### config.mk
export PLATFORM = sky130hd
export DESIGN_NAME = mips_mem_arbiter
export DESIGN_NICKNAME = d
export VERILOG_FILES = /design/src/rtl/mips_mem_arbiter.sv
export SDC_FILE = /design/constraint.sdc
export NUM_CORES = 1
export LEC_CHECK = 0
export CAP_MARGIN = 15
export CORE_AREA = 2 2 103 105
export DETAILED_ROUTE_END_ITERATION = 10
export DIE_AREA = 0 0 105 107
export DONT_BUFFER_PORTS = 1
export PLACE_DENSITY = 0.39
export REMOVE_ABC_BUFFERS = 1
export SYNTH_ARGS = -nofsm -noshare
export SYNTH_HDL_FRONTEND = slang
export SYNTH_SLANG_ARGS = --single-unit
### constraint.sdc
create_clock -name clock -period 1.7 [get_ports clock]
set_input_delay 0.255 -clock clock [delete_from_list [all_inputs] [get_ports clock]]
set_output_delay 0.255 -clock clock [all_outputs]
set_load 0.005 [all_outputs]
### src/rtl/mips_mem_arbiter.sv
// Arbiter sharing one single-ported synchronous memory between the fetch (IF) and
// load/store (DM) ports of mips_core, with at most one access outstanding.
module mips_mem_arbiter #(
  parameter int unsigned ADDR_W       = 32,
  parameter int unsigned DATA_W       = 32,
  parameter int unsigned MEM_LATENCY  = 2,
  parameter int unsigned STARVE_LIMIT = 4
) (
  input  logic              clock,
  input  logic              reset,
  input  logic              if_req,
  input  logic [ADDR_W-1:0] if_addr,
  output logic              if_gnt,
  output logic              if_rvalid,
  output logic [DATA_W-1:0] if_rdata,
  input  logic              dm_req,
  input  logic              dm_we,
  input  logic [ADDR_W-1:0] dm_addr,
  input  logic [DATA_W-1:0] dm_wdata,
  output logic              dm_gnt,
  output logic              dm_rvalid,
  output logic [DATA_W-1:0] dm_rdata,
  output logic              mem_en,
  output logic              mem_we,
  output logic [ADDR_W-1:0] mem_addr,
  output logic [DATA_W-1:0] mem_wdata,
  input  logic [DATA_W-1:0] mem_rdata,
  output logic              busy
);

  localparam int unsigned LAT_W = $clog2(MEM_LATENCY + 1);
  localparam int unsigned SC_W  = $clog2(STARVE_LIMIT + 1);

  localparam logic [0:0] IDLE = 1'b0;
  localparam logic [0:0] BUSY = 1'b1;

  localparam logic OWN_IF = 1'b0;
  localparam logic OWN_DM = 1'b1;

  logic [0:0]      state;
  logic [0:0]      next_state;
  logic [LAT_W-1:0] lat_cnt;
  logic [SC_W-1:0]  starve_cnt;
  logic            owner;
  logic            lat_done;
  logic            starve_full;

  assign lat_done    = (state == BUSY) && (lat_cnt == LAT_W'(MEM_LATENCY));
  assign starve_full = (starve_cnt == SC_W'(STARVE_LIMIT));
  assign busy        = (state == BUSY);
  assign if_rdata    = mem_rdata;
  assign dm_rdata    = mem_rdata;

  // State register
  always_ff @(posedge clock or negedge reset) begin
    if (!reset) begin
      state <= IDLE;
    end else begin
      state <= next_state;
    end
  end

  // Grant selection, memory mux and completion pulses; everything quiet while in reset
  always_comb begin
    next_state = state;
    if_gnt     = 1'b0;
    dm_gnt     = 1'b0;
    if_rvalid  = 1'b0;
    dm_rvalid  = 1'b0;
    mem_en     = 1'b0;
    mem_we     = 1'b0;
    mem_addr   = '0;
    mem_wdata  = '0;
    if (reset) begin
      case (state)
        IDLE: begin
          if (if_req && (!dm_req || starve_full)) begin
            if_gnt     = 1'b1;
            mem_en     = 1'b1;
            mem_addr   = if_addr;
            next_state = BUSY;
          end else if (dm_req) begin
            dm_gnt     = 1'b1;
            mem_en     = 1'b1;
            mem_we     = dm_we;
            mem_addr   = dm_addr;
            mem_wdata  = dm_wdata;
            next_state = BUSY;
          end
        end
        BUSY: begin
          if (lat_done) begin
            if_rvalid  = (owner == OWN_IF);
            dm_rvalid  = (owner == OWN_DM);
            next_state = IDLE;
          end
        end
        default: next_state = IDLE;
      endcase
    end
  end

  // Access owner, latency counter and fetch anti-starvation counter
  always_ff @(posedge clock or negedge reset) begin
    if (!reset) begin
      owner      <= OWN_IF;
      lat_cnt    <= '0;
      starve_cnt <= '0;
    end else begin
      if (if_gnt) begin
        owner   <= OWN_IF;
        lat_cnt <= LAT_W'(1);
      end else if (dm_gnt) begin
        owner   <= OWN_DM;
        lat_cnt <= LAT_W'(1);
      end else if (lat_done) begin
        lat_cnt <= '0;
      end else if (state == BUSY) begin
        lat_cnt <= lat_cnt + LAT_W'(1);
      end

      if (!if_req || if_gnt) begin
        starve_cnt <= '0;
      end else if (dm_gnt && !starve_full) begin
        starve_cnt <= starve_cnt + SC_W'(1);
      end
    end
  end

endmodule

# Yosys cells after proc, flatten, opt, wreduce, memory -nomap -nowiden
# Index checks and enable logic that the tools add are counted.
# classes
n_eq_ne	2
n_reduce_logical	11
n_bitwise	2
add_sub_neg	2
mux	38
# ops
op	count
$mux W32	8
$mux W1	23
$mux W2	4
$mux W3	2
$reduce_bool A2 Y1	2
$reduce_bool A4 Y1	1
$add A3 B1 Y3 const B	1
$eq A3 B3 Y1 const B	1
$logic_and A1 B1 Y1	3
$logic_not A1 Y1	3
$add A2 B1 Y2 const B	1
$eq A2 B2 Y1 const B	1
$logic_or A1 B1 Y1	2
$not A1 Y1	2
$pmux W1 S2	1
# word_totals
out_inout_bits	135
elab_cells	59
inputBits	133
ff_bits	7

# Logic depth before layout (Yosys ltp)
# depth
ltp_word	9
mapped_depth	7
mapped_depth_nobuf	5

# Worst setup path before layout
# No wires, ideal clock.
# synth_path
path_type	register -> output
from	reg starve_cnt[0]
to	out mem_addr[16]
required_time_ns	1.445
n_path_buf	2
path_stages_with_launch	8
t_arrival_ns	1.420
slack_ns	0.025
path_cell_list	dfrtp_1 > inv_1 > ha_1 > nand2_2 > o211a_4 > buf_6 > buf_6 > a22o_1
# synth_between
elab_chain_cells	6
# synth_lines
item	line	text
start, declared	43	logic [SC_W-1:0] starve_cnt;
start signal, assigned	125	starve_cnt <= starve_cnt + SC_W'(1);
$eq A3 B3 Y1	49	assign starve_full = (starve_cnt == SC_W'(STARVE_LIMIT));
$logic_or A1 B1 Y1	77	if (if_req && (!dm_req || starve_full)) begin
$logic_and A1 B1 Y1	77	
$mux W32	77	
$mux W32	75	case (state)
$mux W32	74	if (reset) begin
end, declared	25	output logic [ADDR_W-1:0] mem_addr,
# Every way passes these cells.

# Worst setup path in the final report
# layout_path
from	reg starve_cnt[1]
to	out mem_addr[27]
# The elaborated chain is that of the path after synthesis.

==> results by group <==
STA
  • Period utilization: 1.10
  • Max Fclk: 533 MHz
  • Hold Fails Final Rpt: 0
  • RSZ-0062 raised after global routing: yes
  • Final count of negative-setup-slack endpoints: 65
  • Post-route worst setup slack: -0.176 ns
  • Setup total negative slack: -8.16 ns
  • Slew HR: 0.761
  • Clock period minus final worst setup slack: 1.88 ns
  • Slew of the pin with the lowest slew margin: 0.357 ns
  • Slew Viols, Final: 0
  • Clock skew after layout: 0.000302 ns

Synthesis
  • Number of warnings reported in the yosys synthesis log: 0
  • Distinct cell type count of the synthesized netlist: 29
  • Most area-hungry cell type in the Yosys netlist: sky130_fd_sc_hd__buf_4
  • Post-synth design cell area: 0.00148 mm^2
  • Top area cells in the synthesized netlist: sky130_fd_sc_hd__buf_4 34%, sky130_fd_sc_hd__a22o_1 19%, sky130_fd_sc_hd__and2_1 14%
  • Share of synthesized area occupied by flip-flops and latches: 0.119
  • Total of flip-flops plus latches after synthesis: 7
  • Syn avg cell area: 8.20 um^2
  • Synthesized netlist cell count: 180
  • Share of Yosys cell area claimed by the top area cell type: 0.336

Power
  • Power per cell area: 790 mW/mm^2
  • Reported leakage power: 0.592 nW
  • Final total power: 1.15 mW
  • Worst VDD drop: 0.218 mV

Drt
  • Violation count after the first detailed-route iteration: 91
  • Detailed Route WL: 6.95 mm
  • Routed wire length per instance: 26.4 um
  • Antenna-violating nets left: 0
  • Drt drc: 0
  • Number of optimization iterations in the first detailed-route pass: 4
  • Via count: 1208
  • Vias per cell: 4.59

Clocking
  • Clock tree from TritonCTS: yes
  • CTS HTree Levels: 1
  • Max clock buf depth: 2
  • CTS clock-pin slew for the worst setup and hold paths: 0.04 ns
  • Number of sinks driven by the clock tree: 7
  • Clock latency at the later pin of the worst-skew pair: 0.23 ns
  • Root buffer selected by CTS: sky130_fd_sc_hd__clkbuf_8
  • Clock buffers created by TritonCTS: 3

Critical path
  • Critical-path cell list: inv_2, ha_4, nand2_4, o211a_4, buf_6, a22o_1
  • Worst Setup Path Type: reg -> out
  • Crit-path max cell delay: 0.38 ns
  • Slowest library cell on the worst path: sky130_fd_sc_hd__dfrtp_1
  • CP startpoint kind: register
  • Combined buffer and inverter count along the critical path: 2
  • Data required time at the worst endpoint: 1.44 ns
  • Arr. time, crit path: 1.62 ns
  • Max FO, Critical Path: 13
  • Type of element capturing the critical path: output pin
  • Family with the most delay on the worst path: compound AO/OA/AOI/OAI gates

Global route
  • Number of antenna violations at the first check in global routing: 0
  • Vias in the first global route: 1104
  • Global-route total usage across every layer: 0.106
  • Wire length of the first global-routing pass: 8.37 mm
  • GRT overflow: 0
  • Maximum number of pins on one net before global-route repair: 23

Layout
  • Number of fillers in the final layout: 1164
  • Final design utilization: 0.145
  • Antenna diode count: 0
  • Area of combinational cells with multiple inputs: 812 um^2
  • Area taken by flip-flops and latches: 175 um^2
  • Fraction of layout cells with a size suffix above 1: 0.472
  • Nets@finish: 263
  • Area added between synthesis and finish: -1.10%
  • Final Non-Filler Cells: 263

Flow run
  • Reported max-cap violation count: 0

Placement
  • Post-placement worst setup slack: 0.0187 ns
  • Placed wire-length estimate after detailed placement: 5.14 mm
  • Cell Count Post-Placement: 249
  • Count of input and output buffers: 0
  • Gpl congestion: 0.701

Run status
  • Outcome: finished with violations
  • Violations in the final reports: negative setup slack

Die
  • Y dimension of the die: 107 um
  • Starting utilization of the core area: 0.146
  • Core Footprint: 0.0101 mm^2
  • Number of top-level design ports: 268
  • Die footprint: 0.0112 mm^2
  • Chip width: 105 um
  • Number of cell rows: 37

Hold path
  • Class of the tightest hold or removal check: in -> reg
==> cell families (layout without fill, tap and decap cells) <==
kind of cell               after synthesis  after routing  share of synthesized area
DFF                                      7              7                      0.119
xor gates and xnor gates                 1              1                    0.00594
buffers and inverters                   79             26                      0.397
AOI/OAI and AO/OA                       44             44                      0.255
adders and majority gates                2              2                     0.0170
and+or+nand+nor                         47             47                      0.206
==> power by group <==
group / leakage [nW] / switching (mW) / internal (mW)
sequential: 0.0891 / 0.0508 / 0.220
clock: 0.0228 / 0.0780 / 0.163
combinational: 0.480 / 0.293 / 0.348
==> path summary, 6_finish.rpt <==
check / cells past startpoint / start / slack (ns) / endpoint
max: 6 / starve_cnt[1] / -0.18 / mem_addr[27]
min: 2 / dm_req / 0.19 / starve_cnt[1]
max reg2reg: 6 / starve_cnt[1] / 0.30 / owner
min reg2reg: 1 / lat_cnt[1] / 0.51 / lat_cnt[0]
max in group asynchronous: 1 / reset / 1.07 / starve_cnt[2]
min in group asynchronous: 1 / reset / 0.37 / busy
==> registers in the layout (all words and copies together), names as in the netlist <==
register    cells
busy            1
lat_cnt         2
owner           1
starve_cnt      3
==> what timing repair did <==
action	4_1_cts	5_1_grt
setup endpoints to repair	66	66
hold buffers	1	0
setup buffers	4	1
gates resized for setup	18	23
hold endpoints to repair	7	0
cloned	2	2
pin swaps	8	12
==> layout make-up <==
cell class / instances / area share
multi-input cells: 94 / 0.557
repair buffers: 17 / 0.163
flip-flops and latches: 7 / 0.120
well taps: 136 / 0.117
clock buffers: 4 / 0.0309
inverters: 5 / 0.0129
==> metal layers <==
layer / vias up / wire length [um] / track usage
met5: - / 0 / 0.0619
met4: 0 / 27 / 0.0200
met3: 6 / 1250 / 0.102
met2: 158 / 2760 / 0.119
met1: 596 / 2910 / 0.134
li1: 448 / - / -
==> layout by cell type, fill, tap and decap left out, types with 2 or more instances in the layout <==
| cell | n |
|---|---|
| sky130_fd_sc_hd__a21oi_1 | 3 |
| sky130_fd_sc_hd__a22o_1 | 32 |
| sky130_fd_sc_hd__and2_4 | 32 |
| sky130_fd_sc_hd__buf_12 | 2 |
| sky130_fd_sc_hd__buf_16 | 2 |
| sky130_fd_sc_hd__buf_4 | 8 |
| sky130_fd_sc_hd__buf_6 | 2 |
| sky130_fd_sc_hd__clkbuf_16 | 2 |
| sky130_fd_sc_hd__clkbuf_8 | 3 |
| sky130_fd_sc_hd__dfrtp_1 | 7 |
| sky130_fd_sc_hd__inv_1 | 2 |
| sky130_fd_sc_hd__inv_2 | 3 |
| sky130_fd_sc_hd__nand2_1 | 4 |
| sky130_fd_sc_hd__o21ai_0 | 3 |
==> synthesized netlist by cell type <==
cell                       instances
sky130_fd_sc_hd__buf_4            66
sky130_fd_sc_hd__and2_1           33
sky130_fd_sc_hd__a22o_1           32
sky130_fd_sc_hd__dfrtp_1           7
sky130_fd_sc_hd__buf_6             5
sky130_fd_sc_hd__inv_1             4
sky130_fd_sc_hd__nand2_1           4
sky130_fd_sc_hd__a21oi_1           3
sky130_fd_sc_hd__buf_2             3
sky130_fd_sc_hd__o21ai_0           3
sky130_fd_sc_hd__ha_1              2
sky130_fd_sc_hd__a211oi_4          1
sky130_fd_sc_hd__a21o_1            1
sky130_fd_sc_hd__and3_1            1
sky130_fd_sc_hd__and3b_1           1
sky130_fd_sc_hd__inv_2             1
sky130_fd_sc_hd__nand2_2           1
sky130_fd_sc_hd__nand2b_4          1
sky130_fd_sc_hd__nand4_1           1
sky130_fd_sc_hd__nand4b_1          1
sky130_fd_sc_hd__nor2_1            1
sky130_fd_sc_hd__nor2b_4           1
sky130_fd_sc_hd__nor3_1            1
sky130_fd_sc_hd__nor4bb_1          1
sky130_fd_sc_hd__o211a_4           1
sky130_fd_sc_hd__o21a_1            1
sky130_fd_sc_hd__o22ai_1           1
sky130_fd_sc_hd__o31ai_1           1
sky130_fd_sc_hd__xnor2_1           1
==> through the flow <==
| step | area, um^2 | hold WS [ns] |
|---|---|---|
| floorplan | 908 | -0.0406 |
| global placement | 1160 | -0.0404 |
| detailed placement | 1160 | -0.0404 |
| CTS | 1340 | 0.190 |
| global route | 1460 | 0.206 |
| finish | 1460 | 0.190 |
Power figures use the tool's default switching activity.
